<file path="src/rtl/dd_merge_arbiter_pkg.sv">
// Shared join-pipeline definitions used by the merge arbiter and its users.
//   SERIAL_W : serial number width
//   TAG_W    : tuple tag width
//   DATA_W   : default tuple data width
//   tuple_t  : full tuple with sideband flags
package dd_merge_arbiter_pkg;

  localparam int SERIAL_W = 64;
  localparam int TAG_W    = 32;
  localparam int DATA_W   = 64;

  typedef struct packed {
    logic [DATA_W-1:0]   data;
    logic [TAG_W-1:0]    tag;
    logic [SERIAL_W-1:0] serialnum;
    logic                was_joined;
    logic                last_processed;
  } tuple_t;

endpackage

</file>
<file path="src/rtl/dd_merge_arbiter_rr_grant.sv">
// Cyclic priority encoder: picks the first set bit of elig, searching
// upward from rr_ptr and wrapping at NUM_IN. Purely combinational.
//   elig      : eligible request vector
//   rr_ptr    : index searched first
//   grant     : one-hot grant (zero when nothing is eligible)
//   grant_idx : binary index of the granted bit
//   any_grant : at least one bit eligible
module rr_grant #(
  parameter int NUM_IN = 2,
  parameter int PW     = $clog2(NUM_IN)
) (
  input  logic [NUM_IN-1:0] elig,
  input  logic [PW-1:0]     rr_ptr,
  output logic [NUM_IN-1:0] grant,
  output logic [PW-1:0]     grant_idx,
  output logic              any_grant
);

  logic [PW:0]   sum;
  logic [PW-1:0] idx;

  always_comb begin
    grant     = '0;
    grant_idx = '0;
    any_grant = 1'b0;
    sum       = '0;
    idx       = '0;
    for (int k = 0; k < NUM_IN; k++) begin
      // rr_ptr < NUM_IN and k < NUM_IN, so one subtraction wraps it
      sum = {1'b0, rr_ptr} + (PW+1)'(k);
      if (sum >= (PW+1)'(NUM_IN)) sum = sum - (PW+1)'(NUM_IN);
      idx = sum[PW-1:0];
      if (!any_grant && elig[idx]) begin
        any_grant  = 1'b1;
        grant[idx] = 1'b1;
        grant_idx  = idx;
      end
    end
  end

endmodule

</file>
<file path="src/rtl/dd_merge_arbiter.sv">
// Round-robin merge of NUM_IN tuple streams into one registered output
// slot, with end-of-stream alignment: each input's last_processed marker
// parks that input until every input has delivered its own, and only the
// tuple completing the set leaves with out_last_processed=1.
//   clk, resetn        : clock, async active-low reset
//   in_*               : per-input tuple streams (valid/ready handshake)
//   out_*              : registered merged stream, out_src = source index
module dd_merge_arbiter
  import dd_merge_arbiter_pkg::*;
#(
  parameter int INPUT_SIZE = 64,
  parameter int NUM_IN     = 2
) (
  input  logic                                 clk,
  input  logic                                 resetn,
  output logic [NUM_IN-1:0]                    in_ready,
  input  logic [NUM_IN-1:0][INPUT_SIZE-1:0]    in_data,
  input  logic [NUM_IN-1:0][TAG_W-1:0]         in_tag,
  input  logic [NUM_IN-1:0]                    in_valid,
  input  logic [NUM_IN-1:0]                    in_last_processed,
  input  logic [NUM_IN-1:0][SERIAL_W-1:0]      in_serialnum,
  input  logic [NUM_IN-1:0]                    in_was_joined,
  input  logic                                 out_ready,
  output logic [INPUT_SIZE-1:0]                out_data,
  output logic [TAG_W-1:0]                     out_tag,
  output logic                                 out_valid,
  output logic                                 out_last_processed,
  output logic [SERIAL_W-1:0]                  out_serialnum,
  output logic                                 out_was_joined,
  output logic [$clog2(NUM_IN)-1:0]            out_src
);

  localparam int PW = $clog2(NUM_IN);

  logic              load_en;
  logic              any_grant;
  logic              fire;
  logic              phase_end;
  logic [NUM_IN-1:0] elig;
  logic [NUM_IN-1:0] grant;
  logic [NUM_IN-1:0] done_mask;
  logic [NUM_IN-1:0] done_next;
  logic [PW-1:0]     grant_idx;
  logic [PW-1:0]     rr_ptr;
  logic [PW-1:0]     rr_next;

  // Slot can take a tuple when empty or being drained this cycle.
  assign load_en = !out_valid || out_ready;

  // Inputs that already sent their end marker wait for the others.
  assign elig = in_valid & ~done_mask;

  rr_grant #(
    .NUM_IN (NUM_IN)
  ) u_rr_grant (
    .elig      (elig),
    .rr_ptr    (rr_ptr),
    .grant     (grant),
    .grant_idx (grant_idx),
    .any_grant (any_grant)
  );

  assign fire      = load_en && any_grant;
  assign in_ready  = fire ? grant : '0;
  assign done_next = done_mask | (grant & in_last_processed);
  assign phase_end = &done_next;
  assign rr_next   = (grant_idx == PW'(NUM_IN-1)) ? '0 : grant_idx + 1'b1;

  always_ff @(posedge clk or negedge resetn) begin
    if (!resetn) begin
      out_valid          <= 1'b0;
      out_last_processed <= 1'b0;
      out_data           <= '0;
      out_tag            <= '0;
      out_serialnum      <= '0;
      out_was_joined     <= 1'b0;
      out_src            <= '0;
      rr_ptr             <= '0;
      done_mask          <= '0;
    end else if (fire) begin
      out_valid      <= 1'b1;
      out_data       <= in_data[grant_idx];
      out_tag        <= in_tag[grant_idx];
      out_serialnum  <= in_serialnum[grant_idx];
      out_was_joined <= in_was_joined[grant_idx];
      out_src        <= grant_idx;
      rr_ptr         <= rr_next;
      if (phase_end) begin
        // Final marker of the phase: emit merged marker, start a new phase.
        out_last_processed <= 1'b1;
        done_mask          <= '0;
      end else begin
        out_last_processed <= 1'b0;
        done_mask          <= done_next;
      end
    end else if (load_en) begin
      out_valid          <= 1'b0;
      out_last_processed <= 1'b0;
    end
  end

endmodule

</file>
<file path="config.mk">
export PLATFORM = sky130hd
export DESIGN_NAME = dd_merge_arbiter
export DESIGN_NICKNAME = d
export VERILOG_FILES = /design/src/rtl/dd_merge_arbiter_pkg.sv /design/src/rtl/dd_merge_arbiter_rr_grant.sv /design/src/rtl/dd_merge_arbiter.sv
export SDC_FILE = /design/constraint.sdc
export NUM_CORES = 1
export LEC_CHECK = 0
export CORE_AREA = 4 4 193 195
export CTS_CLUSTER_DIAMETER = 120
export DETAILED_ROUTE_END_ITERATION = 7
export DIE_AREA = 0 0 197 199
export PLACE_DENSITY = 0.56
export SETUP_SLACK_MARGIN = 0.5
export SYNTH_ARGS = -nofsm -noshare
export SYNTH_HDL_FRONTEND = slang
export SYNTH_SLANG_ARGS = --single-unit
</file>
<file path="constraint.sdc">
create_clock -name clk -period 5 [get_ports clk]
set_input_delay 1 -clock clk [delete_from_list [all_inputs] [get_ports clk]]
set_output_delay 1 -clock clk [all_outputs]
set_load 0.1 [all_outputs]
</file>
==> impl_metrics.yaml, run 1 <==
clock_network:
  cts_max_level: 4
  max-clock-path-buffers: 2
  register_clock_pin_slew_on_the_reported_worst_setup_and_hold_paths_ns: 0.07
  cts-buffers-inserted: 17
  clkSinkCount: 167
  clk_root_buffer_cell: "sky130_fd_sc_hd__clkbuf_16"
  post_cts_hold_buffer_count: 0
  cts.repair_timing.setup_buffer_count: 0
  clock_tree_from_tritoncts: "done"
  post_cts.resized_instances: 0
  source_to_sink_clock_delay_at_the_later_pin_of_the_worst_skew_pair_ns: 0.43
global_route:
  grtUsageTotal_pct: 16.60
  total_overflow_reported_by_the_global_router: 0
  grt_pass1_vias: 8108
  global_route_wire_length_before_repair_mm: 50.78
  grt_start_max_net_pins: 165
  antenna_violations_before_repair: 1
timing:
  period_minus_slack_ns: 3.748
  fmax_ghz: 0.2668
  worstMarginPinSlew_ns: 1.048
  timing.setup.tns_ns: 0
  timing.clock.skew_ns: 0.01049
  layout_worst_path_cycle_share_pct: 74.96
  slew_violations: 0
  normalized_max_slew_margin_pct: 29.92
  timing.final.setup_violations: 0
  rsz0062_at_grt: "no"
  hold_viol: 0
yosys:
  parity_gate_share_of_the_synthesized_area_counting_xor_and_xnor_cells_pct: 0
  syn-instance-count: 602
  yosys_register_bits: 167
  yosysWarnings: 0
  netlist.area_leader.share_pct: 53.86
  main_combinational_cell_family_by_area_after_synthesis: "compound AO/OA/AOI/OAI gates"
  post-synth-top-area-cell: "sky130_fd_sc_hd__dfrtp_1"
  yosys.area_share.adder_pct: 0
  yosys.area_share.simple_pct: 19.05
  post_synthesis_instance_area_um2: 7759
  postSynthNetCount: 931
  synthMuxAreaShare_pct: 0
  syn_avg_cell_area_um2: 12.89
  synth_cell_types: 25
  synth_compound_area_share_pct: 21.75
  synth_sequential_area_ratio_pct: 53.86
  top_cells_by_area_in_the_synthesized_netlist: "sky130_fd_sc_hd__dfrtp_1, sky130_fd_sc_hd__a221o_1, sky130_fd_sc_hd__and4_1"
floorplanning:
  floorplan.die.height_um: 199
  core-area_um2: 35400
  die_area_um2: 39200
  die-width_um: 197
  rows: 69
  initial_core_util_pct: 21.92
  boundaryPins: 495
final_layout:
  layout_commonest_cell: "sky130_fd_sc_hd__clkdlybuf4s50_1"
  num_antenna_cells: 0
  syn_to_final_growth_pct: 75.88
  fin_nets: 1363
  layout.cells.most_common_list: "sky130_fd_sc_hd__clkdlybuf4s50_1, sky130_fd_sc_hd__dfrtp_1, sky130_fd_sc_hd__and4_1, sky130_fd_sc_hd__a221o_1, sky130_fd_sc_hd__clkbuf_16"
  share_of_cells_above_drive_strength_1_pct: 4.489
critical_path:
  worst-path-buf-inv: 2
  critical_path_class: "primary input to primary output"
  timing.critical_path.from_type: "primary input"
  critical-path-max-stage-delay_ns: 0.67
  worstPathCellList: "clkdlybuf4s50_1 -> nor2b_4 -> and3_1 -> buf_4"
  crit_family: "simple AND/OR/NAND/NOR gates"
  crit_arrival_ns: 2.75
  timing.critical_path.slowest_stage_cell: "sky130_fd_sc_hd__nor2b_4"
  crit_path_end_kind: "primary output"
  required_ns: 4.00
  critical_path.max_fanout: 33
route:
  drt-total-wl_mm: 34.50
  route.detailed.vias_per_inst: 5.077
  drt_iter0_markers: 377
  drt-pass1-iter-count: 4
  antenna_left: 0
  vias: 7656
  post-route-drc-count: 0
  post_drt_wl_per_cell_um: 22.88
flow_run:
  drv_cap: 0
place:
  numPortBuffers: 494
  detailed_place_hpwl_mm: 22.93
  gpl.final_weighted_congestion: 0.8112
status:
  status: "finished clean"
hold_path:
  min_path_type: "flip-flop to flip-flop"
## flip-flops by register name (all words and copies together) (netlist names)
name,flops
out_data,64
out_serialnum,64
out_tag,32
done_mask,2
out_last_processed,1
out_src,1
out_valid,1
out_was_joined,1
rr_ptr,1
## layout make-up
type	instances	area, µm²
clock inverter	12	142.6
multi-input combinational	343	3197
timing repair buffer	503	5096
clock buffer	20	446.7
fill	3512	21750
inverter	2	7.507
tap	461	576.8
sequential	167	4179
## synth_stat cells
cell type                   instances
sky130_fd_sc_hd__or3b_1             1
sky130_fd_sc_hd__o21ai_1            1
sky130_fd_sc_hd__inv_1              2
sky130_fd_sc_hd__clkbuf_1          77
sky130_fd_sc_hd__dfrtp_1          167
sky130_fd_sc_hd__a21o_1             2
sky130_fd_sc_hd__nand2_1            1
sky130_fd_sc_hd__and4_1           161
sky130_fd_sc_hd__o41ai_1            1
sky130_fd_sc_hd__a2bb2oi_1          1
sky130_fd_sc_hd__a221o_1          161
sky130_fd_sc_hd__nor2_1             1
sky130_fd_sc_hd__a21bo_2            1
sky130_fd_sc_hd__buf_1              3
sky130_fd_sc_hd__buf_6              9
sky130_fd_sc_hd__o2111ai_1          1
sky130_fd_sc_hd__buf_2              1
sky130_fd_sc_hd__o32ai_1            1
sky130_fd_sc_hd__and3_1             2
sky130_fd_sc_hd__a31oi_1            1
sky130_fd_sc_hd__nor2b_1            2
sky130_fd_sc_hd__nand2b_1           1
sky130_fd_sc_hd__nand3b_1           1
sky130_fd_sc_hd__and2_1             2
sky130_fd_sc_hd__a21oi_1            1
## final timing paths
check                              from                 to  slack, ns  cells past startpoint
setup / recovery            in_valid[0]        in_ready[0]       1.25                      4
hold / removal                  out_src            out_src       0.48                      1
setup reg to reg           done_mask[0]  out_serialnum[19]       2.65                      4
hold reg to reg                 out_src            out_src       0.48                      1
max in group asynchronous        resetn  out_serialnum[47]       3.36                      2
min in group asynchronous        resetn        out_data[2]       0.57                      1
## worst register-to-register path: cells and delay by family (launching register included)
kind / cells / cell delay (ns)
compound gates: 2 / 0.80
flops: 1 / 0.46
buf+inv: 1 / 0.31
simple gates: 1 / 0.65
## logic make-up after synthesis
family                 after synthesis
flip-flops                         167
AND/OR/NAND/NOR                    172
buffers and inverters               92
AO/OA/AOI/OAI                      171
## per-stage QoR
stage	setup slack (ns)	hold slack, ns	utilization [%]	std cells	instance area, µm²
2_1_floorplan	1.721	0.4658	-	602	7759
3_5_place_dp	1.289	0.4652	36.89	1476	13060
6_report	1.252	0.4819	38.55	1508	13650
4_1_cts	1.269	0.4827	38.55	1508	13650
3_3_place_gp	1.285	0.4620	36.89	1476	13060
5_1_grt	1.163	0.5131	38.55	1508	13650
## routing by layer
metal	part of all wire [%]	vias to the layer above	GRT usage [%]
met4	2.3	2	5.547
met1	40	3821	21.11
met2	50	343	27.29
met3	7.3	39	4.743
li1	-	3451	-
met5	0.038	-	0
Power of run 1 is left out: the tool's default activity adds up to more than one toggle a clock period on the data nets, which glitch-free logic cannot reach.
==> run 2: changes to the inputs <==
Settings changed: CORE_AREA 4 4 193 195 to 4 4 189 191, DIE_AREA 0 0 197 199 to 0 0 193 195, PLACE_DENSITY 0.56 to 0.6.
Clock period 5 ns to 3.2 ns, I/O delays scaled along.
==> run 2 against run 1 <==
Against the previous run:
- global-route usage fell by 0.16 points
- setup slack worse by 0.65 ns
- first-iteration DRC count up 3.2%
- count of clock-buffer cells in the layout fell by 3
- critical path depth is the same
- wire length decreased by 4.8%
- die area down 4.0%
- utilization rose by 0.70 points
- final cell count barely moved
- non-clock buffer count up 5
- critical endpoint is now in_ready[1]
- highest routed layer is now met4
==> impl_metrics.yaml, run 2 (synthesis results as in run 1) <==
status:
  status: "finished clean"
clock_network:
  cts-buffers-inserted: 17
  post_cts_hold_buffer_count: 0
  clock_tree_from_tritoncts: "done"
  clkSinkCount: 167
  post_cts.resized_instances: 0
  max-clock-path-buffers: 2
  register_clock_pin_slew_on_the_reported_worst_setup_and_hold_paths_ns: 0.07
  cts.repair_timing.setup_buffer_count: 0
  cts_max_level: 4
  clk_root_buffer_cell: "sky130_fd_sc_hd__clkbuf_16"
  source_to_sink_clock_delay_at_the_later_pin_of_the_worst_skew_pair_ns: 0.45
global_route:
  grtUsageTotal_pct: 16.45
  antenna_violations_before_repair: 0
  global_route_wire_length_before_repair_mm: 48.16
  grt_pass1_vias: 7798
  total_overflow_reported_by_the_global_router: 0
  grt_most_used_layer: "met2"
  grt_start_max_net_pins: 165
  use_met2_pct: 27.03
  met1_usage_pct: 20.51
  use_met3_pct: 5.202
place:
  detailed_place_hpwl_mm: 22.00
  placed_cells: 1475
  numPortBuffers: 494
  gpl.final_weighted_congestion: 0.8251
  place_area_um2: 12730
timing:
  timing.setup.tns_ns: 0
  rsz0062_at_grt: "no"
  layout_worst_path_cycle_share_pct: 81.24
  fmax_ghz: 0.3847
  normalized_max_slew_margin_pct: 41.61
  period_minus_slack_ns: 2.600
  timing.final.setup_violations: 0
  timing.clock.skew_ns: 0.009836
  slew_violations: 0
  hold_viol: 0
  worstMarginPinSlew_ns: 0.8759
final_layout:
  largestRegisters: "out_data: 64 flops, out_serialnum: 64 flops, out_tag: 32 flops"
  share_of_cells_above_drive_strength_1_pct: 20.82
  final_cell_count_no_fill: 1507
  layout_commonest_cell: "sky130_fd_sc_hd__clkdlybuf4s50_1"
  syn_to_final_growth_pct: 72.62
  fin_nets: 1368
  num_antenna_cells: 0
  fin_area_um2: 13390
  layout.cells.most_common_list: "sky130_fd_sc_hd__clkdlybuf4s50_1, sky130_fd_sc_hd__buf_4, sky130_fd_sc_hd__dfrtp_1, sky130_fd_sc_hd__and4_1, sky130_fd_sc_hd__a221o_1"
route:
  drt-pass1-iter-count: 4
  antenna_left: 0
  drt_iter0_markers: 389
  drt-total-wl_mm: 32.86
  vias: 7659
  route.detailed.vias_per_inst: 5.082
  post-route-drc-count: 0
  post_drt_wl_per_cell_um: 21.80
critical_path:
  timing.critical_path.from_type: "primary input"
  regToRegEndpoint: "out_serialnum[41]"
  critical_path.max_fanout: 10
  timing.critical_path.slowest_stage_cell: "sky130_fd_sc_hd__clkdlybuf4s50_1"
  crit_arrival_ns: 1.96
  critical_path_class: "primary input to primary output"
  regToRegStartpoint: "done_mask[0]"
  rrSetupSlack_ns: 1.23
  reg2regPathDepth: 4
  worstPathCellList: "clkdlybuf4s50_1 -> or3b_1 -> and3_4 -> buf_12"
  critical-path-max-stage-delay_ns: 0.49
  crit_path_end_kind: "primary output"
  required_ns: 2.56
floorplanning:
  initial_core_util_pct: 22.74
  core-area_um2: 34120
  floorplan.die.height_um: 195
  rows: 68
  boundaryPins: 495
  die_area_um2: 37640
  die-width_um: 193
hold_path:
  min_path_type: "primary input to async pin"
flow_run:
  drv_cap: 0
==> run 2: routing by layer <==
| layer | up-vias | part of all wire (%) | routed length [µm] |
|---|---|---|---|
| li1 | 3468 | - | - |
| met1 | 3791 | 40 | 13200 |
| met2 | 357 | 49 | 16010 |
| met3 | 43 | 8.7 | 2868 |
| met4 | 0 | 2.4 | 776 |
| met5 | - | 0 | 0 |
==> run 2: cell type report <==
type / count / area [µm²]
clock buffer: 17 / 425.4
timing repair buffer: 508 / 4773
tap: 455 / 569.3
clock inverter: 15 / 240.2
fill: 3306 / 20720
inverter: 2 / 7.507
multi-input combinational: 343 / 3198
sequential: 167 / 4179
==> run 2: metrics by stage <==
step | setup slack (ns) | hold WS (ns) | util, %
finish | 0.6002 | 0.2247 | 39.25
global route | 0.5577 | 0.2617 | 39.25
CTS | 0.5999 | 0.2281 | 39.25
detailed placement | 0.6080 | 0.4675 | 37.30
global placement | 0.5964 | 0.4623 | 37.30
floorplan | 0.7349 | 0.3444 | -
==> run 2: worst max-delay path: cells and delay by family <==
kind / cells / cell delay [ns]
AND/OR/NAND/NOR: 2 / 0.64
buffers and inverters: 2 / 0.67
==> run 2: worst max-delay path by stage <==
stage / from / end / slack, ns / depth (start not counted)
2_1_floorplan: out_valid / in_ready[1] / 0.73 / 4
3_3_place_gp: in_valid[0] / in_ready[1] / 0.60 / 4
3_5_place_dp: in_valid[0] / in_ready[1] / 0.61 / 4
4_1_cts: in_valid[0] / in_ready[1] / 0.60 / 4
5_1_grt: in_valid[0] / in_ready[1] / 0.56 / 4
6_report: in_valid[0] / in_ready[1] / 0.60 / 4
Power of run 2 is left out for the same reason.
